<file path="config.mk">
export PLATFORM = sky130hd
export DESIGN_NAME = mem_arbiter
export DESIGN_NICKNAME = d
export VERILOG_FILES = /design/src/rtl/chronos_pkg.sv /design/src/rtl/mem_arbiter.sv
export SDC_FILE = /design/constraint.sdc
export NUM_CORES = 1
export LEC_CHECK = 0
export ABC_CLOCK_PERIOD_IN_PS = 1800
export CAP_MARGIN = 20
export CELL_PAD_IN_SITES_DETAIL_PLACEMENT = 1
export CELL_PAD_IN_SITES_GLOBAL_PLACEMENT = 2
export CORE_UTILIZATION = 20
export CTS_CLUSTER_DIAMETER = 200
export DETAILED_ROUTE_END_ITERATION = 10
export PLACE_DENSITY = 0.83
export SYNTH_ARGS = -nofsm -noshare
export SYNTH_HDL_FRONTEND = slang
export SYNTH_SLANG_ARGS = --single-unit
</file>
<file path="constraint.sdc">
create_clock -name clk -period 1.8 [get_ports clk]
set_input_delay 0.18 -clock clk [delete_from_list [all_inputs] [get_ports clk]]
set_output_delay 0.18 -clock clk [all_outputs]
set_load 0.02 [all_outputs]
</file>
<file path="src/rtl/chronos_pkg.sv">
// Shared types for the memory-port arbiter between fetch and load/store.
package chronos_pkg;

    localparam int XLEN = 32;

    typedef enum logic [0:0] {
        IDLE = 1'b0,
        WAIT = 1'b1
    } arb_state_t;

    typedef enum logic [0:0] {
        OWN_IF = 1'b0,
        OWN_LS = 1'b1
    } arb_owner_t;

endpackage

</file>
<file path="src/rtl/mem_arbiter.sv">
// Single-port memory arbiter: fetch and load/store share one memory port,
// with one transaction in flight at a time and a starvation guard for fetch.
//
// state | meaning
// IDLE  | no transaction outstanding; a request is granted in this cycle
// WAIT  | one transaction issued; waiting for mem_rvalid from memory
module mem_arbiter
    import chronos_pkg::*;
#(
    parameter int STARVE_LIMIT = 4
) (
    input  logic            clk,
    input  logic            rst,

    input  logic            if_req,
    input  logic [XLEN-1:0] if_addr,
    output logic            if_gnt,
    output logic            if_rvalid,
    output logic [XLEN-1:0] if_rdata,

    input  logic            ls_req,
    input  logic            ls_we,
    input  logic [XLEN-1:0] ls_addr,
    input  logic [XLEN-1:0] ls_wdata,
    output logic            ls_gnt,
    output logic            ls_rvalid,
    output logic [XLEN-1:0] ls_rdata,

    output logic            mem_req,
    output logic            mem_we,
    output logic [XLEN-1:0] mem_addr,
    output logic [XLEN-1:0] mem_wdata,
    input  logic            mem_rvalid,
    input  logic [XLEN-1:0] mem_rdata
);

    localparam int            SW         = $clog2(STARVE_LIMIT + 1);
    localparam logic [SW-1:0] STARVE_MAX = SW'(STARVE_LIMIT);

    arb_state_t      state_q, state_d;
    arb_owner_t      owner_q, owner_d;
    logic [SW-1:0]   starve_q, starve_d;
    logic            mem_req_q, mem_req_d;
    logic            mem_we_q, mem_we_d;
    logic [XLEN-1:0] mem_addr_q, mem_addr_d;
    logic [XLEN-1:0] mem_wdata_q, mem_wdata_d;

    logic            pick_if;
    logic            pick_ls;
    logic            rsp_accept;

    // Arbitration: load/store wins by default, fetch wins when alone or starved.
    // Gated by rst so no grant is visible while reset is held.
    always_comb begin
        pick_if = 1'b0;
        pick_ls = 1'b0;
        if (rst && (state_q == IDLE)) begin
            if (if_req && (!ls_req || (starve_q == STARVE_MAX))) begin
                pick_if = 1'b1;
            end else if (ls_req) begin
                pick_ls = 1'b1;
            end
        end
    end

    // A response counts only after mem_req has been presented (mem_req_q low in WAIT).
    assign rsp_accept = (state_q == WAIT) && !mem_req_q && mem_rvalid;

    // Next-state: latch owner and request fields on grant, return to IDLE on response.
    always_comb begin
        state_d     = state_q;
        owner_d     = owner_q;
        starve_d    = starve_q;
        mem_req_d   = 1'b0;
        mem_we_d    = mem_we_q;
        mem_addr_d  = mem_addr_q;
        mem_wdata_d = mem_wdata_q;
        if (pick_if) begin
            state_d     = WAIT;
            owner_d     = OWN_IF;
            starve_d    = '0;
            mem_req_d   = 1'b1;
            mem_we_d    = 1'b0;
            mem_addr_d  = if_addr;
            mem_wdata_d = '0;
        end else if (pick_ls) begin
            state_d     = WAIT;
            owner_d     = OWN_LS;
            mem_req_d   = 1'b1;
            mem_we_d    = ls_we;
            mem_addr_d  = ls_addr;
            mem_wdata_d = ls_wdata;
            if (if_req && (starve_q != STARVE_MAX)) begin
                starve_d = starve_q + SW'(1);
            end
        end else if (rsp_accept) begin
            state_d = IDLE;
        end
    end

    // State and registered memory-port outputs; reset abandons any open transaction.
    always_ff @(posedge clk or negedge rst) begin
        if (!rst) begin
            state_q     <= IDLE;
            owner_q     <= OWN_IF;
            starve_q    <= '0;
            mem_req_q   <= 1'b0;
            mem_we_q    <= 1'b0;
            mem_addr_q  <= '0;
            mem_wdata_q <= '0;
        end else begin
            state_q     <= state_d;
            owner_q     <= owner_d;
            starve_q    <= starve_d;
            mem_req_q   <= mem_req_d;
            mem_we_q    <= mem_we_d;
            mem_addr_q  <= mem_addr_d;
            mem_wdata_q <= mem_wdata_d;
        end
    end

    assign if_gnt    = pick_if;
    assign ls_gnt    = pick_ls;
    assign if_rvalid = rsp_accept && (owner_q == OWN_IF);
    assign ls_rvalid = rsp_accept && (owner_q == OWN_LS);
    assign if_rdata  = mem_rdata;
    assign ls_rdata  = mem_rdata;

    assign mem_req   = mem_req_q;
    assign mem_we    = mem_we_q;
    assign mem_addr  = mem_addr_q;
    assign mem_wdata = mem_wdata_q;

endmodule

</file>
==> metrics.yaml, run 1 <==
final_layout:
  nNetsFinal: 533
  nFillCells: 2017
  syn2layout_area_growth_pct: 49.0
  final_cell_mix: "166 x clkdlybuf4s50_1, 71 x dfrtp_1, 55 x mux2_4"
  seq_area_sq_um: 1780
  drive_gt1_share_pct: 25.4
  diodes: 0
  multi_input_area_sq_um: 1390
  final_core_util_pct: 30.4
  final_common_cell: "clkdlybuf4s50_1"
pwr:
  cellPowerDensity_nw_per_um2: 1390
  ir_drop_mv: 0.437
  total_power_mw: 7.85
  power_leakage_nw: 2.59
synthesis:
  synth-seq-area-share_pct: 46.8
  syn_inst: 279
  synth_cell_types: 29
  synth-seq-cells: 71
  synthAdderAreaFrac_pct: 0.659
  async_flop_share_pct: 100
  synthXorXnorAreaFrac_pct: 0
  yosysWarnings: 0
  syn_avg_cell_area_sq_um: 13.6
  netlist_area_sq_um: 3800
  synth_compound_area_share_pct: 8.92
  synth_top_family_by_area: "multiplexers"
  muxShareOfSynthArea_pct: 24.9
  yosys.area_share.simple_pct: 1.71
  synth_fp_nets: 415
  synthFlopType: "dfrtp_1"
  synth-edff-count: 0
clock_tree:
  cts_tree: "done"
  clock_latency_ns: 0.34
  clk_path_buf_depth: 2
  clock-sinks: 71
  htreeDepth: 3
  cts-root-buf: "clkbuf_16"
  cts_made_buffers: 9
  clkTransAtPathRegs_ns: 0.06
sta:
  fmax_ghz: 0.588
  slew-limit-headroom_pct: 44.3
  fin_crit_sh_pct: 94.5
  setup_violations: 0
  worst_pin_slew_ns: 0.836
  fin_skew_ns: 0.00964
  min_period_ns: 1.70
  drv_slew: 0
  rsz0062_at_grt: "no"
  hold_violations: 0
global_route:
  grt_pass1_wl_um: 16800
  grt_max_degree: 62
  grt.overflow.total: 0
  grtUsageTotal_pct: 11.3
  grt_pass1_vias: 2995
  antenna_found_initial: 0
routing:
  ant_nets: 0
  via_per_inst: 4.00
  drt_wl_total_um: 10700
  dr.pass1.iters: 7
  wire_per_inst_um: 16.8
  drc: 1
  drtIter0Drc: 58
  vias: 2545
critical_path:
  crit_path_end_kind: "flip-flop"
  crit_required_ns: 2.01
  worstPathArrival_ns: 1.91
  cp_slowest_cell: "dfrtp_1"
  worstSetupPathType: "reg -> reg"
  critPathMaxFanout: 16
  cp_cell_sequence: "inv_1, ha_4, nand2_1, a21o_2, buf_4, buf_12, mux2_4"
  start_kind: "flip-flop"
  max_stage_delay_ns: 0.40
placed_design:
  numPortBuffers: 171
  gp_congestion: 0.716
  hpwl_um: 7640
floorplanning:
  fp.coreArea_sq_um: 18600
  row_count: 50
  die_h_um: 140
  die-area_sq_um: 19600
  start_util_pct: 20.4
  pin_count: 268
  die_w_um: 140
status:
  status: "finished, violations left"
  violations: "DRC"
worst_hold_path:
  timing.hold.worst.class: "in -> async"
job:
  drv_cap: 0
-- what timing repair did --
action                                  CTS  global route
buffers inserted                          0             0
resized for setup                         8             3
gates cloned                              0             0
endpoints found under the setup margin    4             5
hold buffers                              1             0
endpoints found under the hold margin    10             0
-- power by group --
group,total (mW),internal (mW),switching (mW)
clock network,1.89,1.13,0.757
registers,2.49,2.15,0.338
logic,3.48,2.05,1.43
total,7.85,5.33,2.52
-- per-stage QoR --
step	instances	setup TNS, ns	setup WS [ns]	hold slack, ns	cell area [sq um]
detailed placement	619	-1.72	-0.0847	0.150	5340
global placement	619	-1.00	-0.0607	0.146	5340
CTS	636	0	0.0279	0.110	5650
global route	636	0	0.0275	0.157	5660
finish	636	0	0.0998	0.0951	5660
floorplan	279	0	0.258	-0.116	3800
-- final timing paths --
path / slack, ns / depth (start not counted) / start / to
max: 0.1 / 7 / starve_q[1] / mem_addr[21]
min: 0.1 / 2 / rst / starve_q[2]
max reg2reg: 0.1 / 7 / starve_q[1] / mem_addr[21]
min reg2reg: 0.50 / 1 / mem_wdata[15] / mem_wdata[15]
max in group asynchronous: 1.16 / 2 / rst / mem_addr[16]
min in group clk: 0.33 / 4 / rst / starve_q[1]
-- area by class of cell --
type	instances	share of cell area, %
Sequential cell	71	31.4
Multi-Input combinational cell	121	24.6
Inverter	9	0.597
Clock inverter	6	1.30
Clock buffer	10	4.22
Timing Repair Buffer	185	32.8
Tap cell	234	5.17
-- synthesized netlist by cell type (all sizes together) (2+ instances only) --
cell type | instances | area (sq um)
buf | 75 | 602
dfrtp | 71 | 1780
mux2 | 64 | 927
a22o | 31 | 272
inv | 9 | 33.8
nor2 | 5 | 18.8
nand2 | 4 | 15.0
clkbuf | 3 | 11.3
a31oi | 2 | 18.8
ha | 2 | 25.0
mux2i | 2 | 20.0
nand3b | 2 | 18.8
-- routing by layer --
metal / share of wire, % / vias to the layer above / GRT usage (%)
met5: 0 / - / 0
met4: 2.9 / 0 / 6.71
met3: 5.2 / 27 / 2.75
met2: 51 / 92 / 19.3
met1: 41 / 1283 / 12.7
li1: - / 1143 / -
-- critical path: cells and delay by family, from the launching register on --
family	cells	cell delay [ns]
compound gates	1	0.23
fa+ha+maj	1	0.15
buf+inv	3	0.40
flops	1	0.40
mux	1	0.31
simple gates	1	0.06
-- cell families after synthesis --
logic type      Yosys count
buf+inv                  87
flops                    71
mux                      66
compound gates           40
simple gates             13
fa+ha+maj                 2
-- registers in the layout, indices dropped and copies added (netlist names) --
register,cells
mem_we,1
mem_wdata,32
starve_q,3
mem_addr,32
owner_q,1
mem_req,1
state_q,1
No activity file was read; power rests on OpenSTA's default activity.
==> inputs of run 2 (changes only) <==
CELL_PAD_IN_SITES_DETAIL_PLACEMENT = unset   (was 1)
CELL_PAD_IN_SITES_GLOBAL_PLACEMENT = unset   (was 2)
CORE_UTILIZATION = 35   (was 20)
GPL_ROUTABILITY_DRIVEN = 0   (was unset)
PLACE_DENSITY = 0.85   (was 0.83)
==> metrics.yaml, run 2 (synthesis gave the netlist of run 1 again) <==
job:
  drv_cap: 0
sta:
  slew-limit-headroom_pct: 70.4
  setup_violations: 0
  fmax_ghz: 0.580
  min_period_ns: 1.72
  worst_pin_slew_ns: 0.443
  drv_slew: 0
  fin_crit_sh_pct: 95.8
  fin_skew_ns: 0.00956
  hold_violations: 0
pwr:
  comb_power_share_pct: 47.1
  internal-power_mw: 5.03
  seq_power_share_pct: 33.5
  power_leakage_nw: 2.58
  total_power_mw: 7.37
  switching_share_pct: 31.8
  ir_drop_mv: 0.590
  cellPowerDensity_nw_per_um2: 1340
  p_switching_mw: 2.34
  clockPowerShare_pct: 19.3
critical_path:
  cp_cell_sequence: "nand3b_1, buf_4, buf_12, mux2_4, mux2_4"
  max_stage_delay_ns: 0.42
  worst-path-buf-inv: 2
  worstSetupPathType: "reg -> reg"
  path_common_cell: "mux2_4"
  path_delay_family: "multiplexers"
  crit_path_end_kind: "flip-flop"
  cp_slowest_cell: "dfrtp_1"
  critPathMaxFanout: 27
  start_kind: "flip-flop"
  worstPathArrival_ns: 1.95
  crit_required_ns: 2.02
  reg2reg_slack_ns: 0.08
clock_tree:
  cts_made_buffers: 9
  cts-root-buf: "clkbuf_8"
  clock-sinks: 71
  clock_latency_ns: 0.35
  cts_tree: "done"
  clk_path_buf_depth: 2
  htreeDepth: 3
  clkTransAtPathRegs_ns: 0.07
routing:
  via_per_inst: 4.67
  drtIter0Drc: 87
  dr.pass1.iters: 4
  wire_per_inst_um: 17.4
  drc: 0
  drt_wl_total_um: 9470
  vias: 2544
  ant_nets: 0
placed_design:
  placedInstanceArea_sq_um: 5230
  dp.cells: 525
  hpwl_um: 7100
  numPortBuffers: 171
final_layout:
  final_cells: 545
  fin_area_sq_um: 5490
  drive_gt1_share_pct: 26.7
  final_core_util_pct: 52.7
  final_cell_mix: "166 x clkdlybuf4s50_1, 71 x dfrtp_1, 55 x mux2_4"
  nNetsFinal: 540
  diodes: 0
  syn2layout_area_growth_pct: 44.4
  final_common_cell: "clkdlybuf4s50_1"
floorplanning:
  row_count: 37
  die_h_um: 106
  fp.coreArea_sq_um: 10400
  die_w_um: 106
  start_util_pct: 36.5
  pin_count: 268
  die-area_sq_um: 11300
worst_hold_path:
  timing.hold.worst.class: "in -> async"
global_route:
  grt_pass1_vias: 2745
  grtUsageTotal_pct: 16.4
  grt_max_degree: 36
  grt_pass1_wl_um: 14100
  grt.overflow.total: 0
  antenna_found_initial: 0
status:
  status: "completed"
==> run 2: cell types whose count changed in the layout (fill, tap and decap cells not counted), moves of 3 or more <==
cell       previous run  this run
buf_4                10        17
clkbuf_16             9         0
clkbuf_8              1        10
clkinv_2              0         3
inv_6                 3         0
==> run 2: area by class of cell <==
cell class | count | area [sq um]
clock buffer | 10 | 138
multi-input combinational | 121 | 1380
fill | 881 | 4930
tap | 136 | 170
timing repair buffer | 192 | 1900
inverter | 9 | 33.8
clock inverter | 6 | 83.8
sequential | 71 | 1780
==> run 2: power by group through the flow <==
stage | Clock (mW) | Combinational [mW] | Sequential [mW]
after CTS | 1.48 | 3.46 | 2.48
after detailed placement | 0 | 3.44 | 2.50
after global placement | 0 | 3.36 | 2.47
after global routing | 1.54 | 3.65 | 2.54
final | 1.42 | 3.47 | 2.47
after floorplan | 0 | 1.47 | 3.09
==> run 2: what timing repair did <==
item,CTS,global route
hold buffers,1,0
setup endpoints to repair,4,30
endpoints found under the hold margin,71,0
buffers inserted,0,3
gates resized for setup,9,2
==> run 2: metrics by stage <==
| stage | setup WS [ns] | hold slack (ns) | TNS [ns] |
|---|---|---|---|
| floorplan | 0.258 | -0.116 | 0 |
| global placement | -0.0520 | 0.00359 | -0.0594 |
| detailed placement | -0.0941 | 0.00654 | -1.04 |
| CTS | 0.0160 | 0.252 | 0 |
| global route | -0.000896 | 0.278 | -0.000896 |
| finish | 0.0754 | 0.269 | 0 |
==> run 2: final timing paths <==
kind,to,startpoint,cells after the start
hold / removal,owner_q,rst,2
hold reg to reg,mem_wdata[9],mem_wdata[9],1
setup / recovery,mem_addr[12],state_q,5
max in group asynchronous,mem_addr[30],rst,3
setup reg to reg,mem_addr[12],state_q,5
min in group clk,starve_q[1],rst,4
==> run 2: routing by layer <==
| layer | vias to the layer above | part of all wire, % | track usage, % |
|---|---|---|---|
| met5 | - | 0 | 0 |
| met2 | 164 | 49 | 27.9 |
| met1 | 1203 | 40 | 18.8 |
| met3 | 21 | 9.2 | 5.46 |
| met4 | 0 | 1.7 | 7.14 |
| li1 | 1156 | - | - |
==> run 2: worst register-to-register path, stage by stage, from the launching register on <==
cell and delay (ns):
dfrtp_1 0.42, nand3b_1 0.24, buf_4 0.18, buf_12 0.16, mux2_4 0.35, mux2_4 0.26
